[src/rtl/ysyx_25060170_ifu_fetch.sv]
// Instruction-fetch stage: owns the fetch PC, keeps one imem read in flight,
// and buffers the returned word for decode over a valid/ready handshake.
module ysyx_25060170_ifu_fetch #(
  parameter int unsigned     XLEN     = 32,
  parameter logic [XLEN-1:0] RESET_PC = 32'h8000_0000
) (
  input  logic            clk,
  input  logic            rst,
  input  logic            redirect_valid,
  input  logic [XLEN-1:0] redirect_pc,
  output logic            imem_req_valid,
  input  logic            imem_req_ready,
  output logic [XLEN-1:0] imem_req_addr,
  input  logic            imem_rsp_valid,
  input  logic [XLEN-1:0] imem_rsp_data,
  input  logic            imem_rsp_err,
  output logic            if_valid,
  input  logic            if_ready,
  output logic [XLEN-1:0] if_pc,
  output logic [XLEN-1:0] if_inst,
  output logic            if_fault,
  output logic [31:0]     fetch_count
);

  typedef enum logic [1:0] {
    S_REQ  = 2'd0,
    S_WAIT = 2'd1,
    S_HOLD = 2'd2
  } state_t;

  state_t          state, state_n;
  logic [XLEN-1:0] pc, pc_n;
  logic            drop, drop_n;
  logic [31:0]     count_n;
  logic            load;

  always_ff @(posedge clk) begin
    if (!rst) begin
      state       <= S_REQ;
      pc          <= RESET_PC;
      drop        <= 1'b0;
      fetch_count <= '0;
      if_pc       <= '0;
      if_inst     <= '0;
      if_fault    <= 1'b0;
    end else begin
      state       <= state_n;
      pc          <= pc_n;
      drop        <= drop_n;
      fetch_count <= count_n;
      if (load) begin
        if_pc    <= pc;
        if_inst  <= imem_rsp_data;
        if_fault <= imem_rsp_err;
      end
    end
  end

  always_comb begin
    state_n        = state;
    pc_n           = pc;
    drop_n         = drop;
    count_n        = fetch_count;
    load           = 1'b0;
    imem_req_valid = 1'b0;
    unique case (state)
      S_REQ: begin
        imem_req_valid = ~redirect_valid;
        if (redirect_valid) begin
          pc_n = redirect_pc;
        end else if (imem_req_ready) begin
          state_n = S_WAIT;
        end
      end
      S_WAIT: begin
        if (redirect_valid) begin
          pc_n   = redirect_pc;
          drop_n = 1'b1;
        end
        // A redirect coinciding with the response squashes it just like a stale drop.
        if (imem_rsp_valid) begin
          if (drop || redirect_valid) begin
            drop_n  = 1'b0;
            state_n = S_REQ;
          end else begin
            load    = 1'b1;
            state_n = S_HOLD;
          end
        end
      end
      S_HOLD: begin
        if (redirect_valid) begin
          pc_n    = redirect_pc;
          state_n = S_REQ;
        end else if (if_ready) begin
          pc_n    = pc + XLEN'(4);
          count_n = fetch_count + 32'd1;
          state_n = S_REQ;
        end
      end
      default: state_n = S_REQ;
    endcase
  end

  assign imem_req_addr = pc;
  assign if_valid      = (state == S_HOLD);

endmodule
[config.mk]
export PLATFORM = sky130hd
export DESIGN_NAME = ysyx_25060170_ifu_fetch
export DESIGN_NICKNAME = d
export VERILOG_FILES = /design/src/rtl/ysyx_25060170_ifu_fetch.sv
export SDC_FILE = /design/constraint.sdc
export NUM_CORES = 1
export LEC_CHECK = 0
export CAP_MARGIN = 20
export CORE_AREA = 2 2 133 135
export DETAILED_ROUTE_END_ITERATION = 12
export DIE_AREA = 0 0 135 137
export SLEW_MARGIN = 30
export SYNTH_ARGS = -nofsm -noshare
export SYNTH_HDL_FRONTEND = slang
export SYNTH_SLANG_ARGS = --single-unit
[constraint.sdc]
create_clock -name clk -period 4.65 [get_ports clk]
set_input_delay 0.93 -clock clk [delete_from_list [all_inputs] [get_ports clk]]
set_output_delay 0.93 -clock clk [all_outputs]
set_load 0.03 [all_outputs]
* Word-level counts from Yosys, hierarchy flattened
Index checks and enable logic that the tools add are counted.
Word-level totals: output and inout port bits 131, input port bits 71, word-level logic and storage cells 42, register bits after elaboration 132, bits in latches 0, memories kept 0, RAM bits 0, ROM bits 0
Operators by class: shift operators 0, bitwise operators 1, $mul 0, multiplexer cells 18, add/sub/neg operators 2, reductions and logical operators 7, equal/unequal tests 7, order comparisons 0, div/mod/pow operators 0
Operators with widths (count):
- $mux 32 | 3
- $pmux 32 s2 | 1
- $add 32x1->32 const B | 1
- $add 32x3->32 const B | 1
- $mux 2 | 6
- $mux 1 | 7
- $ne 2x2->1 const B | 3
- $pmux 2 s3 | 1
- $reduce_and 3->1 | 2
- $reduce_and 4->1 | 1
- $ne 3x2->1 const B | 1
- $eq 2x1->1 const B | 1
- $eq 2x2->1 const B | 1
- $logic_not 2->1 | 1
- $ne 2x1->1 const B | 1
- $reduce_bool 2->1 | 1
- $reduce_or 2->1 | 1
- $logic_or 1x1->1 | 1
- $not 1->1 | 1

* Longest topological paths before layout
Gate-level depths: netlist of the first run.
depth after elaboration 4, mapped depth 8, gate-level depth less buffers 6

* Worst setup path after synthesis of the first run
Ideal clock, no wire load.
path type in2out, start point in redirect_valid, end point out imem_req_valid, stages on the path 2, arrival time 1.761 ns, path slack 1.959 ns, path buffers 1, required time 3.720 ns, cell sequence clkbuf_1 > nor3_1
Between the ends: cells in the longest elaborated chain, start to end 2
Ends and longest elaborated chain:
- start: declaration | line 9 | input logic redirect_valid,
- $not 1->1 (no line)
- $mux 1 | line 66 | unique case (state)
- end: declaration | line 11 | output logic imem_req_valid,
Every way passes these cells.

* Worst setup path after layout of the first run
Same ends and word-level chain as after synthesis.

==> flow_summary.ini, run 1 <==
[synth]
synth_edf_count = 0
synth_cells = 757
avgSynthCellArea_um2 = 7.739
synth_nets = 830
async_flop_share_pct = 0
dominantRegCellSynth = dfxtp_1
seq_area_frac_synth_pct = 45.11
ys_types = 55
yosysWarnings = 0
synth_seq_cells = 132
syn-cell-area_mm2 = 0.005858

[critical_path]
crit_path_max_fanout = 16
cp.arrival_ns = 2.61
crit_top_cell = clkdlybuf4s50_1
cpLargestDelayFamily = buffers and inverters
slowest_stage = clkdlybuf4s50_1
worstPathCellList = clkdlybuf4s50_1 -> nor3_1 -> clkdlybuf4s50_1
required_ns = 3.72
crit_buf_inv = 2
path_class = input port to output port
setup.worst_path.end_class = output port
cpPeakStageDelay_ns = 0.75
worst_setup_path_start_kind = input port

[floorplanning]
dieHeight_um = 137
die_area_mm2 = 0.01850
ioPinCount = 202
core_mm2 = 0.01706
rows = 48
die_w_um = 135
start_util_pct = 34.35

[drt]
postRouteAntennaNets = 0
first_pass_iters = 5
wl_per_cell_um = 15.86
vias = 5873
drcViolationCount = 0
drtIter0Drc = 292
vias_per_cell = 5.020
routed_wl_um = 18560

[power_and_ir_drop]
powerDensity_mw_per_mm2 = 330.8
power.switching_fraction_pct = 25.25
max-vdd-ir-drop_uv = 231.1
clkPwrFrac_pct = 49.3
power.switching_uw = 721.5
leakagePower_uw = 0.002951
p_int_uw = 2136
power_frac_comb_pct = 8.9
pwr-share-seq_pct = 41.8

[timing]
fin_skew_ns = 0.008420
clock.fmax_mhz = 282.5
drv_slew = 0
worst_pin_slew_ns = 0.7096
max_slew_margin_pct = 52.25
finalCritPeriodShare_pct = 76.12
finalHoldWorstSlack_ns = 0.4514
final_hold_viol_count = 0
rsz0062_at_grt = false
setup_viol = 0
fin_setup_tns_ns = 0
period_needed_ns = 3.539

[clock_tree]
numCtsBuffers = 17
root_buffer = clkbuf_16
clk_pin_slew_worst_paths_ns = 0.06
clock_latency_ns = 0.42
cts_resized = 0
cts_setup_buffers = 0
cts_sinks = 132
htree_levels = 4
clock_path_buffers = 2
tritoncts = yes
cts_hold_buf = 0

[global_route]
gr-usage-all-layers_pct = 19.60
antenna_found_initial = 0
grt_pass1_wl_um = 28500
first_global_vias = 5328
grt_max_degree = 52
overflow = 0

[placed_design]
place.gp.congestion = 0.7787
hpwl_um = 12830
io_buffers = 201

[run_status]
run_status = complete, no violations

[run]
cap_violations = 0

[layout]
n_antenna_cell = 0
final_nets = 1005
drive_above_1_share_pct = 5.397
synthToLayoutAreaGrowth_pct = 47.48

[worst_hold_path]
hp-class = register to register
[final cells by class]
class | instances | area, µm²
Sequential cell | 132 | 2643
Timing Repair Buffer | 209 | 2085
Tap cell | 225 | 281.5
Fill cell | 1719 | 8417
Multi-Input combinational cell | 563 | 2974
Clock inverter | 15 | 195.2
Inverter | 9 | 36.28
Clock buffer | 17 | 425.4
[cells by family after synthesis]
group | Yosys count | share of synthesized area [%]
flip-flops | 132 | 45.11
multiplexers | 3 | 0.5126
XOR/XNOR | 27 | 4.037
AO/OA/AOI/OAI | 164 | 16.25
adder cells (fa/ha/maj) | 2 | 0.4271
AND/OR/NAND/NOR | 367 | 29.35
buffers and inverters | 62 | 4.314
[sequential cells by signal (all words and copies together) (netlist names)]
signal,cells
state,2
if_pc,32
fetch_count,32
if_inst,32
drop,1
if_fault,1
imem_req_addr,32
[cells in the mapped netlist, types with 3 or more instances]
master	count	area, µm²
xnor2_1	24	210.2
o21ai_0	22	110.1
and3_1	14	87.58
and2_1	3	18.77
or3_1	7	43.79
nand3_1	29	145.1
nand4_1	14	87.58
clkbuf_1	36	135.1
inv_1	8	30.03
or4_1	4	30.03
nor3_1	16	80.08
nor4_1	14	87.58
a21oi_1	94	470.5
o41ai_1	4	35.03
mux2i_1	3	30.03
a31oi_1	9	56.30
xor2_1	3	26.28
nand2_1	190	713.2
a22oi_1	5	37.54
dfxtp_1	132	2643
a21o_1	4	30.03
nor2_1	50	187.7
nor3b_1	5	37.54
o31ai_1	3	22.52
buf_1	5	18.77
and4_1	9	78.83
buf_2	10	50.05
[power groups by stage]
| stage | clock [µW] | combinational [µW] | sequential, µW |
|---|---|---|---|
| floorplan | 0 | 83.6 | 1250 |
| global placement | 0 | 255 | 1220 |
| detailed placement | 0 | 255 | 1220 |
| CTS | 1440 | 256 | 1190 |
| global route | 1500 | 272 | 1200 |
| finish | 1410 | 254 | 1190 |
[cells in the final DEF (no fill, tap or decap), types with 7 or more instances in the layout]
cell / Yosys / final
clkdlybuf4s50_1: 0 / 201
nand2_1: 190 / 190
dfxtp_1: 132 / 132
a21oi_1: 94 / 93
nor2_1: 50 / 50
nand3_1: 29 / 29
xnor2_1: 24 / 24
o21ai_0: 22 / 22
clkbuf_16: 0 / 17
nor3_1: 16 / 15
and3_1: 14 / 14
nand4_1: 14 / 14
nor4_1: 14 / 14
and4_1: 9 / 9
a31oi_1: 9 / 9
inv_1: 8 / 8
buf_4: 2 / 7
[per-stage QoR]
stage / area, µm² / power, µW / utilization (%) / setup WS, ns / std cells
after floorplan: 5858 / 1332 / - / 1.959 / 757
after global placement: 8018 / 1473 / 47.01 / 1.137 / 1138
after detailed placement: 8018 / 1473 / 47.01 / 1.109 / 1138
after CTS: 8638 / 2891 / 50.65 / 1.106 / 1170
after global routing: 8640 / 2967 / 50.65 / 1.013 / 1170
final: 8640 / 2858 / 50.65 / 1.111 / 1170
[per-layer routing]
metal,part of all wire [%],vias to the layer above,track usage [%]
li1,-,2980,-
met1,45,2712,25.04
met4,0.36,0,4.977
met2,46,175,32.15
met3,7.7,6,6.259
met5,0,-,0
[worst register-to-register path: cells and delay by family, from the launching register on]
family | cells | cell delay [ns]
flip-flops | 1 | 0.61
AO/OA/AOI/OAI | 1 | 0.06
AND/OR/NAND/NOR | 3 | 1.10
buffers and inverters | 1 | 0.37
[final timing paths]
path / start / end / slack [ns] / cells after the start
setup / recovery: redirect_valid / imem_req_valid / 1.11 / 3
hold / removal: if_pc[15] / if_pc[15] / 0.45 / 2
setup reg to reg: state[0] / if_inst[23] / 2.38 / 5
hold reg to reg: if_pc[15] / if_pc[15] / 0.45 / 2
Power figures use the tool's default switching activity.
==> run 2: changes to the inputs <==
Clock period 4.65 ns to 3.6 ns, I/O delays scaled along.
==> flow_summary.ini, run 2 (synthesis gave the netlist of run 1 again) <==
[timing]
clock.fmax_mhz = 339.0
worst_slack_ns = 0.6497
final_hold_viol_count = 0
fin_skew_ns = 0.008766
setup_viol = 0
drv_slew = 0
finalCritPeriodShare_pct = 81.95
period_needed_ns = 2.950
fin_setup_tns_ns = 0
rsz0062_at_grt = false
worst_pin_slew_ns = 0.7130
max_slew_margin_pct = 52.47

[layout]
n_antenna_cell = 0
final_common_cell = clkdlybuf4s50_1
final_nets = 1009
fillCellCount = 1722
final_cell_mix = 201 x clkdlybuf4s50_1, 190 x nand2_1, 132 x dfxtp_1
multi_input_area_mm2 = 0.002974
synthToLayoutAreaGrowth_pct = 47.42
fin_util_pct = 50.63
seqCellArea_mm2 = 0.002643
drive_above_1_share_pct = 5.585

[drt]
drtIter0Drc = 329
vias = 5958
vias_per_cell = 5.075
routed_wl_um = 18600
postRouteAntennaNets = 0
drcViolationCount = 0
wl_per_cell_um = 15.84
first_pass_iters = 5

[power_and_ir_drop]
powerDensity_mw_per_mm2 = 416.2
leakagePower_uw = 0.002940
max-vdd-ir-drop_uv = 363.0

[critical_path]
cpPeakStageDelay_ns = 0.75
worst_setup_path_start_kind = input port
crit_top_cell = clkdlybuf4s50_1
path_class = input port to output port
worstPathCellList = clkdlybuf4s50_1 -> nor3_1 -> clkdlybuf4s50_1
crit_start = redirect_valid
cp.arrival_ns = 2.23
setup.worst_path.end_class = output port
crit_path_max_fanout = 9
required_ns = 2.88
r2r-start = state[1]
slowest_stage = clkdlybuf4s50_1

[placed_design]
pre_cts_ws_ns = 0.5750
hpwl_um = 12680
place.gp.congestion = 0.8110
io_buffers = 201

[clock_tree]
htree_levels = 4
numCtsBuffers = 17
cts_hold_buf = 0
clock_latency_ns = 0.42
cts_sinks = 132
cts_setup_buffers = 0
cts_resized = 0
clk_pin_slew_worst_paths_ns = 0.05
tritoncts = yes
root_buffer = clkbuf_16
clock_path_buffers = 2

[floorplanning]
die_w_um = 135
dieHeight_um = 137
die_area_mm2 = 0.01850
rows = 48
start_util_pct = 34.35
ioPinCount = 202
core_mm2 = 0.01706

[global_route]
overflow = 0
grt_max_degree = 85
gr-usage-all-layers_pct = 19.75
first_global_vias = 5302
grt_pass1_wl_um = 28790
antenna_found_initial = 0

[run]
cap_violations = 0

[run_status]
run_status = complete, no violations

[worst_hold_path]
min-delay-start = if_pc[18]
hp-class = register to register
==> run 2: cell types whose count changed in the layout (fill, tap and decap cells not counted) <==
cell / previous run / this run
clkbuf_8: 0 / 2
bufinv_16: 3 / 2
inv_6: 5 / 2
inv_8: 2 / 0
clkinvlp_4: 1 / 4
clkinv_4: 3 / 1
clkinv_2: 1 / 2
buf_4: 7 / 11
clkbuf_1: 0 / 2
==> run 2: cell type report <==
class / count / share of cell area, %
clock buffers: 21 / 5.332
clock inverters: 11 / 1.463
inverters: 9 / 0.4202
multi-input cells: 563 / 34.44
flip-flops and latches: 132 / 30.60
well taps: 225 / 3.260
repair buffers: 213 / 24.49
==> run 2: path summary, 6_finish.rpt <==
path | end | slack, ns | depth (start not counted)
max | imem_req_valid | 0.65 | 3
min | if_pc[18] | 0.45 | 2
max reg2reg | imem_req_addr[18] | 1.35 | 6
min reg2reg | if_pc[18] | 0.45 | 2
==> run 2: through the flow <==
stage | cell area, µm² | total power, µW | cells | hold slack (ns)
3_5_place_dp | 8048 | 1907 | 1142 | 0.4453
5_1_grt | 8636 | 3732 | 1174 | 0.4671
3_3_place_gp | 8048 | 1908 | 1142 | 0.4416
6_report | 8636 | 3594 | 1174 | 0.4508
4_1_cts | 8635 | 3637 | 1174 | 0.4536
2_1_floorplan | 5858 | 1720 | 757 | 0.4684
==> run 2: worst max-delay path, delay by kind of cell <==
family | cells | cell delay (ns)
AND/OR/NAND/NOR | 1 | 0.19
buffers and inverters | 2 | 1.31
==> run 2: power by group <==
part           internal (µW)  switching [µW]  leakage, µW
registers               1490            51.9      0.00107
logic                    159             172      0.00159
clock network           1060             661     0.000276
==> run 2: layer usage <==
metal,part of all wire (%),GRT usage (%),vias up
met3,8.7,6.481,25
li1,-,-,2999
met1,45,26.25,2727
met2,44,30.29,207
met4,1.6,6.539,0
met5,0,0,-
==> run 3: changes to the inputs <==
Settings changed: PLACE_DENSITY from default to 0.66.
Clock period 3.6 ns to 2.7 ns, I/O delays scaled along.
==> flow_summary.ini, run 3 (synthesis gave the netlist of run 1 again) <==
[clock_tree]
cts_hold_buf = 0
clk_pin_slew_worst_paths_ns = 0.06
numCtsBuffers = 17
htree_levels = 4
root_buffer = clkbuf_16
tritoncts = yes
cts_sinks = 132
clock_path_buffers = 2
cts_setup_buffers = 0
cts_resized = 0
clock_latency_ns = 0.42

[layout]
drive_above_1_share_pct = 6.583
final_nets = 1017
n_antenna_cell = 0
design_area_mm2 = 0.008761
final_cell_mix = 200 x clkdlybuf4s50_1, 190 x nand2_1, 132 x dfxtp_1
synthToLayoutAreaGrowth_pct = 49.55
final_common_cell = clkdlybuf4s50_1

[power_and_ir_drop]
p_int_uw = 3688
leakagePower_uw = 0.003018
powerDensity_mw_per_mm2 = 564.5
power.switching_uw = 1257
power_uw = 4946
pwr-share-seq_pct = 41.4
power.switching_fraction_pct = 25.42
max-vdd-ir-drop_uv = 424.9
clkPwrFrac_pct = 49.2
power_frac_comb_pct = 9.4

[floorplanning]
core_mm2 = 0.01706
ioPinCount = 202
start_util_pct = 34.35
rows = 48
dieHeight_um = 137
die_w_um = 135
die_area_mm2 = 0.01850

[timing]
max_slew_margin_pct = 62.26
rsz0062_at_grt = false
period_needed_ns = 2.455
worst_slack_ns = 0.2452
setup_viol = 0
clock.fmax_mhz = 407.4
final_hold_viol_count = 0
fin_setup_tns_ns = 0
fin_skew_ns = 0.008433
finalCritPeriodShare_pct = 90.92
worst_pin_slew_ns = 0.5609
drv_slew = 0
finalHoldWorstSlack_ns = 0.4516

[global_route]
gr-usage-all-layers_pct = 19.98
grt_max_degree = 93
grt_pass1_wl_um = 29010
first_global_vias = 5291
antenna_found_initial = 0
overflow = 0

[placed_design]
placed_area_mm2 = 0.008143
pre_cts_ws_ns = 0.1551
io_buffers = 201
place.gp.congestion = 0.8563
hpwl_um = 12970

[drt]
drcViolationCount = 0
wl_per_cell_um = 16.09
first_pass_iters = 4
vias = 6011
routed_wl_um = 19020
postRouteAntennaNets = 0
drtIter0Drc = 306
vias_per_cell = 5.085

[run_status]
run_status = complete, no violations

[critical_path]
crit_path_max_fanout = 11
path_class = register to output port
cp.arrival_ns = 1.91
r2r_cells = 5
required_ns = 2.16
setup.worst_path.end_class = output port
worst_setup_path_start_kind = register

[worst_hold_path]
hp-class = register to register
hold_path_depth = 2

[run]
cap_violations = 0
==> run 3: cell count changes in the layout (fill, tap and decap cells not counted), moves of 2 or more <==
cell and delta:
clkbuf_1 -2, clkbuf_8 -2, buf_12 +3, clkinv_2 -2, inv_6 +6, buf_4 +6
clkinvlp_4 -2
==> run 3: path summary, 6_finish.rpt <==
path / start / end / slack, ns
worst min register to register: if_pc[2] / if_pc[2] / 0.45
worst max register to register: imem_req_addr[14] / imem_req_addr[25] / 0.56
worst max-delay path: state[1] / if_valid / 0.25
worst min-delay path: if_pc[2] / if_pc[2] / 0.45
==> run 3: layout make-up <==
| class | count | area, µm² |
|---|---|---|
| Inverter | 9 | 36.28 |
| Multi-Input combinational cell | 563 | 2973 |
| Clock buffer | 17 | 425.4 |
| Clock inverter | 15 | 192.7 |
| Tap cell | 225 | 281.5 |
| Fill cell | 1667 | 8295 |
| Timing Repair Buffer | 221 | 2210 |
| Sequential cell | 132 | 2643 |
==> run 3: layer usage <==
metal	routed length [µm]	up-vias	global-route usage, %
met5	0	-	0
met1	8399	2730	25.83
li1	-	3019	-
met4	202	0	5.440
met3	1783	19	7.444
met2	8637	243	31.39
==> run 3: worst max-delay path: stages, from the launching register on <==
cell and delay (ns):
dfxtp_1 0.53, nor2b_1 0.23, clkdlybuf4s50_1 0.73
==> run 3: power by group through the flow <==
stage	Sequential, µW	Clock (µW)	Combinational (µW)
global route	2050	2590	495
CTS	2050	2500	466
detailed placement	2090	0	464
finish	2050	2430	464
global placement	2090	0	463
floorplan	2150	0	144
==> run 3: per-stage QoR <==
stage | cells | util [%]
3_5_place_dp | 1150 | 47.74
5_1_grt | 1182 | 51.36
4_1_cts | 1182 | 51.36
6_report | 1182 | 51.36
2_1_floorplan | 757 | -
3_3_place_gp | 1150 | 47.74
